<file path="config.mk">
export PLATFORM = sky130hd
export DESIGN_NAME = host_sequencer
export DESIGN_NICKNAME = d
export VERILOG_FILES = /design/src/rtl/host_seq_pkg.sv /design/src/rtl/host_seq_unload.sv /design/src/rtl/host_sequencer.sv
export SDC_FILE = /design/constraint.sdc
export NUM_CORES = 1
export LEC_CHECK = 0
export ABC_CLOCK_PERIOD_IN_PS = 4100
export CAP_MARGIN = 5
export CORE_MARGIN = 4
export CORE_UTILIZATION = 56
export CTS_BUF_LIST = sky130_fd_sc_hd__clkbuf_4 sky130_fd_sc_hd__clkbuf_8
export DETAILED_ROUTE_END_ITERATION = 16
export PLACE_DENSITY = 0.88
export SYNTH_ARGS = -nofsm -noshare
export SYNTH_HDL_FRONTEND = slang
export SYNTH_SLANG_ARGS = --single-unit
</file>
<file path="constraint.sdc">
create_clock -name clk -period 4.1 [get_ports clk]
set_input_delay 1.025 -clock clk [delete_from_list [all_inputs] [get_ports clk]]
set_output_delay 1.025 -clock clk [all_outputs]
set_load 0.005 [all_outputs]
</file>
<file path="src/rtl/host_seq_pkg.sv">
// rtl/host_seq_pkg.sv - shared state encoding and defaults for the host sequencer
package host_seq_pkg;

  typedef enum logic [2:0] {
    ST_IDLE,
    ST_LOAD,
    ST_LAUNCH,
    ST_RUN,
    ST_UNLOAD,
    ST_DONE
  } state_e;

  localparam int TIMEOUT_DEFAULT = 4096;

endpackage

</file>
<file path="src/rtl/host_seq_unload.sv">
// rtl/host_seq_unload.sv - result fetch stage: address, read latch and valid hold
module host_seq_unload #(
  parameter int AW = 8,
  parameter int DW = 8
) (
  input  logic          clk,
  input  logic          reset,
  input  logic          active,
  input  logic [AW-1:0] ul_base,
  input  logic [AW-1:0] ul_len,
  input  logic [DW-1:0] mem_rd_data,
  input  logic          out_ready,
  output logic [AW-1:0] mem_addr,
  output logic          out_valid,
  output logic [DW-1:0] out_data,
  output logic          last_done
);

  logic [AW-1:0] ul_idx_q, ul_idx_d;
  logic          out_valid_q, out_valid_d;
  logic [DW-1:0] out_data_q, out_data_d;
  logic          hs;

  // Address wraps naturally at 2^AW because the sum is truncated to AW bits.
  assign mem_addr  = active ? (ul_base + ul_idx_q) : '0;
  assign hs        = out_valid_q && out_ready;
  assign last_done = active && hs && (ul_idx_q == ul_len - AW'(1));
  assign out_valid = out_valid_q;
  assign out_data  = out_data_q;

  // Fetch when empty, hold until accepted, then drop valid for one fetch cycle.
  always_comb begin
    ul_idx_d    = ul_idx_q;
    out_valid_d = out_valid_q;
    out_data_d  = out_data_q;
    if (!active) begin
      ul_idx_d    = '0;
      out_valid_d = 1'b0;
    end else if (!out_valid_q) begin
      out_valid_d = 1'b1;
      out_data_d  = mem_rd_data;
    end else if (out_ready) begin
      out_valid_d = 1'b0;
      ul_idx_d    = ul_idx_q + AW'(1);
    end
  end

  // Stage registers.
  always_ff @(posedge clk or negedge reset) begin
    if (!reset) begin
      ul_idx_q    <= '0;
      out_valid_q <= 1'b0;
      out_data_q  <= '0;
    end else begin
      ul_idx_q    <= ul_idx_d;
      out_valid_q <= out_valid_d;
      out_data_q  <= out_data_d;
    end
  end

endmodule

</file>
<file path="src/rtl/host_sequencer.sv">
// rtl/host_sequencer.sv - host-side load / launch / run / unload sequencer for the core
module host_sequencer
  import host_seq_pkg::*;
#(
  parameter int AW      = 8,
  parameter int DW      = 8,
  parameter int CW      = 16,
  parameter int TIMEOUT = TIMEOUT_DEFAULT
) (
  input  logic          clk,
  input  logic          reset,
  input  logic          start,
  input  logic [AW-1:0] ld_len,
  input  logic [AW-1:0] ul_base,
  input  logic [AW-1:0] ul_len,
  input  logic          in_valid,
  input  logic [DW-1:0] in_data,
  output logic          in_ready,
  output logic          mem_wr_en,
  output logic [AW-1:0] mem_addr,
  output logic [DW-1:0] mem_wr_data,
  input  logic [DW-1:0] mem_rd_data,
  output logic          core_req,
  input  logic          core_done,
  output logic          out_valid,
  output logic [DW-1:0] out_data,
  input  logic          out_ready,
  output logic          busy,
  output logic          timeout_err,
  output logic [CW-1:0] run_cycles
);

  localparam logic [CW-1:0] RUN_MAX = CW'(TIMEOUT - 1);

  state_e        state_q, state_d;
  logic [AW-1:0] ld_len_q, ld_len_d;
  logic [AW-1:0] ul_base_q, ul_base_d;
  logic [AW-1:0] ul_len_q, ul_len_d;
  logic [AW-1:0] ld_idx_q, ld_idx_d;
  logic [CW-1:0] run_cycles_q, run_cycles_d;
  logic          timeout_err_q, timeout_err_d;

  logic          ld_last;
  logic          run_limit;
  logic          unload_active;
  logic          ul_last;
  logic [AW-1:0] ul_addr;

  assign ld_last     = (ld_idx_q == ld_len_q - AW'(1));
  assign run_limit   = (run_cycles_q == RUN_MAX);
  assign timeout_err = timeout_err_q;
  assign run_cycles  = run_cycles_q;

  host_seq_unload #(.AW(AW), .DW(DW)) u_unload (
    .clk         (clk),
    .reset       (reset),
    .active      (unload_active),
    .ul_base     (ul_base_q),
    .ul_len      (ul_len_q),
    .mem_rd_data (mem_rd_data),
    .out_ready   (out_ready),
    .mem_addr    (ul_addr),
    .out_valid   (out_valid),
    .out_data    (out_data),
    .last_done   (ul_last)
  );

  // State register.
  always_ff @(posedge clk or negedge reset) begin
    if (!reset) state_q <= ST_IDLE;
    else        state_q <= state_d;
  end

  // Next-state logic; a done seen on the limit cycle still counts as success.
  always_comb begin
    state_d = state_q;
    case (state_q)
      ST_IDLE:   if (start) state_d = (ld_len != '0) ? ST_LOAD : ST_LAUNCH;
      ST_LOAD:   if (in_valid && ld_last) state_d = ST_LAUNCH;
      ST_LAUNCH: state_d = ST_RUN;
      ST_RUN: begin
        if (core_done)      state_d = (ul_len_q != '0) ? ST_UNLOAD : ST_DONE;
        else if (run_limit) state_d = ST_DONE;
      end
      ST_UNLOAD: if (ul_last) state_d = ST_DONE;
      ST_DONE:   state_d = ST_IDLE;
      default:   state_d = ST_IDLE;
    endcase
  end

  // State-decoded outputs; the memory port is only driven in LOAD and UNLOAD.
  always_comb begin
    busy          = (state_q != ST_IDLE) && (state_q != ST_DONE);
    in_ready      = (state_q == ST_LOAD);
    mem_wr_en     = (state_q == ST_LOAD) && in_valid;
    mem_wr_data   = (state_q == ST_LOAD) ? in_data : '0;
    core_req      = (state_q == ST_LAUNCH);
    unload_active = (state_q == ST_UNLOAD);
    mem_addr      = (state_q == ST_LOAD) ? ld_idx_q : ul_addr;
  end

  // Captured lengths, load index, run counter and timeout flag.
  always_comb begin
    ld_len_d      = ld_len_q;
    ul_base_d     = ul_base_q;
    ul_len_d      = ul_len_q;
    ld_idx_d      = ld_idx_q;
    run_cycles_d  = run_cycles_q;
    timeout_err_d = timeout_err_q;
    case (state_q)
      ST_IDLE: begin
        if (start) begin
          ld_len_d      = ld_len;
          ul_base_d     = ul_base;
          ul_len_d      = ul_len;
          ld_idx_d      = '0;
          run_cycles_d  = '0;
          timeout_err_d = 1'b0;
        end
      end
      ST_LOAD: if (in_valid) ld_idx_d = ld_idx_q + AW'(1);
      ST_RUN: begin
        run_cycles_d = run_limit ? run_cycles_q : run_cycles_q + CW'(1);
        if (!core_done && run_limit) timeout_err_d = 1'b1;
      end
      default: ;
    endcase
  end

  // Datapath registers.
  always_ff @(posedge clk or negedge reset) begin
    if (!reset) begin
      ld_len_q      <= '0;
      ul_base_q     <= '0;
      ul_len_q      <= '0;
      ld_idx_q      <= '0;
      run_cycles_q  <= '0;
      timeout_err_q <= 1'b0;
    end else begin
      ld_len_q      <= ld_len_d;
      ul_base_q     <= ul_base_d;
      ul_len_q      <= ul_len_d;
      ld_idx_q      <= ld_idx_d;
      run_cycles_q  <= run_cycles_d;
      timeout_err_q <= timeout_err_d;
    end
  end

endmodule

</file>
==> results of run 1 <==
[routing by layer]
metal  global-route usage, %  wire, um  vias to the layer above
li1                        -         -                     1580
met1                    29.5      3830                     1627
met2                    39.4      4700                      126
met3                    5.17       624                       26
met4                    9.92       247                        0
met5                       0         0                        -
[state kept, by name, summed over array words and instances, names as in the netlist]
signal              cells
run_cycles             16
ld_idx_q                8
ld_len_q                8
u_unload.out_data       8
u_unload.ul_idx_q       8
ul_base_q               8
ul_len_q                8
state_q                 3
timeout_err             1
u_unload.out_valid      1
[logic make-up after synthesis]
kind of cell	share of synthesized area, %
AND/OR/NAND/NOR	21.9
flip-flops	44.1
XOR/XNOR	12.1
AO/OA/AOI/OAI	8.91
buffers and inverters	2.40
multiplexers	5.97
adder cells (fa/ha/maj)	4.66
[metrics by stage]
step / util [%] / cell area, um2 / instances / total power (uW)
floorplan: - / 3920 / 407 / 1920
global placement: 72.3 / 4910 / 581 / 2390
detailed placement: 72.3 / 4910 / 581 / 2450
CTS: 74.7 / 5080 / 597 / 2940
global route: 74.9 / 5090 / 597 / 3150
finish: 74.9 / 5090 / 597 / 2940
[layout make-up]
class / instances / area share, %
repair buffers: 94 / 18.3
clock buffers: 9 / 2.44
flip-flops and latches: 69 / 34.0
inverters: 9 / 0.664
multi-input cells: 313 / 41.5
clock inverters: 7 / 0.836
well taps: 96 / 2.36
[cells in the final DEF (no fill, tap or decap), drive strengths merged, types with 2 or more instances in the layout]
cell,instances
clkdlybuf4s50,90
dfrtp,69
nand2,56
nor2,48
xnor2,28
xor2,26
mux2,19
o21ai,19
ha,13
and2,12
nand3,10
inv,9
clkbuf,9
clkinv,7
a21oi,6
nand3b,6
nand4,6
nor4,6
nor3,5
and3,5
a21o,4
a22o,4
or4,4
buf,4
nand2b,3
nor2b,3
a31oi,3
or3,3
and4,2
mux2i,2
a32o,2
a221o,2
o211ai,2
[path summary, 6_finish.rpt]
path,from,end,slack (ns),cells after the start
worst max-delay path,u_unload.ul_idx_q[0],mem_addr[6],0.16,9
min in group asynchronous,reset,run_cycles[8],0.79,1
worst max register to register,state_q[0],ld_idx_q[5],1.60,8
max in group asynchronous,reset,ld_len_q[0],2.40,2
worst min register to register,u_unload.out_data[0],u_unload.out_data[0],0.51,1
worst min-delay path,u_unload.out_data[0],u_unload.out_data[0],0.51,1
[power groups by stage]
stage | logic (uW) | clock network (uW) | registers (uW)
after detailed placement | 1330 | 0 | 1130
after global placement | 1280 | 0 | 1110
final | 1340 | 481 | 1120
after global routing | 1470 | 523 | 1150
after CTS | 1340 | 487 | 1110
after floorplan | 887 | 0 | 1040
==> out/metrics.cfg, run 1 <==
[power]
p_switching_uw = 1120
ir_drop_uv = 371
seqPwrFrac_pct = 38.0
power.density_nw_per_um2 = 577
p_leak_uw = 0.00220
swShare_pct = 38.1
power.internal_uw = 1820
combPwrFrac_pct = 45.6
clockPowerShare_pct = 16.4

[clocking]
cts_tree = yes
ctsHoldBuffers = 0
cts_root_buf = clkbuf_8
clk_latency_ns = 0.35
cts_setup_buffers = 0
ctsResizeCount = 0
numCtsBuffers = 9
htree_levels = 3
cts.sinks = 69
max-clock-path-buffers = 2
clkSlewWorstSetupHoldPaths_ns = 0.08

[yosys]
ys_types = 52
ys.flop_type = dfrtp_1
synth.most_common_cell = dfrtp_1
yosys_warnings = 0
synthTopCellsByCount = dfrtp_1, nand2_1, nor2_1
yosysTopAreaCell = dfrtp_1
synth_top_area_share_pct = 44.1
ys_seq_elements = 69
netlist_area_um2 = 3920
synth-edff-count = 0
synth.avg_cell_area_um2 = 9.62
syn_inst = 407
seq_area_frac_synth_pct = 44.1
async_reset_ff_share_pct = 100
ys_top_cells_by_area = dfrtp_1, xnor2_1, xor2_1
syn_nets = 467

[hold_path]
hold_class = flop to flop

[timing]
holdWs_ns = 0.510
min_period_over_period_pct = 96.1
tightest_slew_ns = 0.927
relSlewSlack_pct = 38.2
hold_violations = 0
setup-tns-final_ns = 0
slew_viol_final = 0
finalCriticalPeriod_ns = 3.94
finalSetupViolCount = 0
fin_ws_ns = 0.159
fin_skew_ns = 0.0148
fmax_mhz = 254
rsz0062_at_grt = false

[run]
cap_violations = 0

[drt]
drt-total-wl_um = 9400
vias = 3359
antenna_left = 0
wl_per_cell_um = 15.8
drtPass1Iterations = 5
vias_per_cell = 5.63
drc = 0
drt-initial-drc-count = 257

[global_routing]
grt_pass1_wl_um = 16000
grt_overflow = 0
grt_pass1_vias = 3411
track_usage_pct = 23.6
antenna_found_initial = 0
grt_max_degree = 49

[setup_path]
path_buf_inv = 1
worstSetupPathType = flop to primary output
crit_path_start_kind = flop
worstPathCellList = ha_1 > fa_1 > a21o_1 > a21o_1 > a21o_1 > a21oi_1 > xor2_1 > o21ai_1 > clkdlybuf4s50_1
critPathTopFamily = compound AO/OA/AOI/OAI gates
required_ns = 3.07
critPathArrivalTime_ns = 2.92
cp-end-kind = primary output
cp_slowest_cell = clkdlybuf4s50_1
slowest_delay_ns = 0.53
timing.critical_path.mode_cell = a21o_1
cp_max_fo = 5

[placed_design]
place_ws_ns = 0.484
dp_hpwl_um = 7000
gp_congestion = 0.914
io_buffer_count = 91

[layout]
area_growth_pct = 29.9
drive_gt1_share_pct = 10.2
fillers = 468
diodes = 0
register_area_um2 = 1730
multiInputGateArea_um2 = 2110
final_nets = 556

[floorplanning]
die_w_um = 91.6
dieArea_um2 = 8400
rows = 30
pin_count = 92
start_util_pct = 57.6
die_h_um = 91.6
fp.coreArea_um2 = 6790

[outcome]
outcome = finished clean

(Power assumes the default switching activity.)
==> run 2, diff against run 1 <==
Settings changed: CAP_MARGIN 5 to 20, CELL_PAD_IN_SITES_DETAIL_PLACEMENT from default to 1, CELL_PAD_IN_SITES_GLOBAL_PLACEMENT from default to 1, CORE_UTILIZATION 56 to 42, PLACE_DENSITY 0.88 to default, PLACE_DENSITY_LB_ADDON from default to 0.1.
==> run 2 against run 1 <==
Final area is 1.8% higher; largest cell class unchanged; largest power group unchanged; fmax increased by 1.0%; sequential cell count unchanged; combinational power increased by 3%; sequential power about the same; sequential share of layout area shrank 0.57 points; worst hold slack improved by 0.0058 ns; core utilization shrank 17 points; die area increased by 30%; critical endpoint is now mem_addr[7].
==> out/metrics.cfg, run 2 (same netlist as run 1, synthesis figures left out) <==
[outcome]
outcome = finished clean

[drt]
drt-initial-drc-count = 64  ; -75%
wl_per_cell_um = 18.2  ; +15%
drtPass1Iterations = 4  ; -1
vias = 3332  ; -0.80%
drt-total-wl_um = 11100  ; +18%
antenna_left = 0  ; unchanged
drc = 0  ; unchanged
vias_per_cell = 5.46  ; -2.9%

[floorplanning]
dieArea_um2 = 10900  ; +30%
fp.coreArea_um2 = 8890  ; +31%
rows = 34  ; +13%
start_util_pct = 44.0  ; -14 points
die_w_um = 105  ; +14%
pin_count = 92  ; unchanged
die_h_um = 105  ; +14%

[layout]
fin_util_pct = 58.2  ; -17 points
final_cell_mix = clkdlybuf4s50_1, dfrtp_1, nand2_1, nor2_1, xnor2_1
finalNonFillerCells = 610  ; +2.2%
final_nets = 557  ; +0.18%
diodes = 0  ; unchanged
drive_gt1_share_pct = 10.8  ; +0.58 points
largest_register_ffs = 16  ; unchanged
final_common_cell = clkdlybuf4s50_1
area_growth_pct = 32.2

[timing]
hold_violations = 0  ; unchanged
rsz0062_at_grt = false
setup-tns-final_ns = 0  ; unchanged
fmax_mhz = 256  ; +1.0%
slew_viol_final = 0  ; unchanged
finalSetupViolCount = 0  ; unchanged
min_period_over_period_pct = 95.1  ; -0.98 points
relSlewSlack_pct = 42.7  ; +4.5 points
fin_skew_ns = 0.00747  ; -0.00736 ns
finalCriticalPeriod_ns = 3.90  ; -0.0401 ns
tightest_slew_ns = 0.859  ; -0.0676 ns

[power]
ir_drop_uv = 264  ; -29%
power.density_nw_per_um2 = 602  ; +4.3%
p_leak_uw = 0.00224  ; +1.8%

[global_routing]
grt_max_degree = 49  ; unchanged
grt_pass1_wl_um = 18500  ; +16%
grt_pass1_vias = 3561  ; +4.4%
track_usage_pct = 20.9  ; -2.7 points
antenna_found_initial = 0  ; unchanged
grt_overflow = 0  ; unchanged

[clocking]
cts_tree = yes
htree_levels = 3  ; unchanged
cts.sinks = 69  ; unchanged
clkSlewWorstSetupHoldPaths_ns = 0.08  ; about the same
ctsResizeCount = 1  ; +1
numCtsBuffers = 9  ; unchanged
cts_root_buf = clkbuf_8
max-clock-path-buffers = 2  ; unchanged
ctsHoldBuffers = 0  ; unchanged
cts_setup_buffers = 0  ; unchanged
clk_latency_ns = 0.34  ; about the same

[placed_design]
gp_congestion = 0.822  ; -10%
io_buffer_count = 91  ; unchanged
dp_cells = 594  ; +2.2%
dp_hpwl_um = 8250  ; +18%

[setup_path]
r2r_slack_ns = 1.60  ; about the same
worstPathCellList = ha_1 > a21o_1 > a21oi_2 > nor2b_1 > o21a_1 > o41ai_2 > xnor2_1 > a22o_1 > clkdlybuf4s50_1
slowest_delay_ns = 0.53  ; about the same
critPathTopFamily = compound AO/OA/AOI/OAI gates
critPathArrivalTime_ns = 2.88  ; -0.04 ns
cp-end-kind = primary output
cp_slowest_cell = clkdlybuf4s50_1
path_buf_inv = 1  ; unchanged
crit_path_start_kind = flop
cp_max_fo = 6  ; +1
worstSetupPathType = flop to primary output
required_ns = 3.07  ; about the same

[hold_path]
hold_class = flop to flop

[run]
cap_violations = 0  ; unchanged

run 2: path summary, 6_finish.rpt:
| check | startpoint | to | depth (start not counted) |
|---|---|---|---|
| max | u_unload.ul_idx_q[1] | mem_addr[7] | 9 |
| min in group asynchronous | reset | ld_idx_q[1] | 1 |
| max reg2reg | ld_len_q[0] | state_q[0] | 8 |
| min | u_unload.out_data[5] | u_unload.out_data[5] | 1 |
| max in group asynchronous | reset | u_unload.ul_idx_q[1] | 2 |
| min reg2reg | u_unload.out_data[5] | u_unload.out_data[5] | 1 |
run 2: area by class of cell:
cell class,count,area (um2)
Multi-Input combinational cell,313,2110
Timing Repair Buffer,95,951
Clock inverter,7,90.1
Tap cell,108,135
Clock buffer,9,124
Sequential cell,69,1730
Inverter,9,33.8
Fill cell,1007,3710
run 2: per-layer routing:
| metal | track usage (%) | part of all wire [%] | up-vias |
|---|---|---|---|
| li1 | - | - | 1577 |
| met1 | 27.1 | 45 | 1664 |
| met2 | 35.6 | 50 | 81 |
| met3 | 4.38 | 4.0 | 10 |
| met4 | 5.70 | 1.2 | 0 |
| met5 | 0 | 0 | - |
run 2: where the power goes:
group	internal, uW	switching, uW
Sequential	885	239
Combinational	726	653
Clock	339	275
Total	1950	1170
run 2: through the flow:
step | power, uW | worst slack, ns | cell area, um2 | hold WS (ns)
3_3_place_gp | 2440 | 0.455 | 4950 | 0.488
6_report | 3120 | 0.200 | 5180 | 0.515
5_1_grt | 3350 | 0.0570 | 5180 | 0.538
3_5_place_dp | 2510 | 0.366 | 4950 | 0.497
4_1_cts | 3140 | 0.0119 | 5160 | 0.515
2_1_floorplan | 1920 | 1.12 | 3920 | 0.465
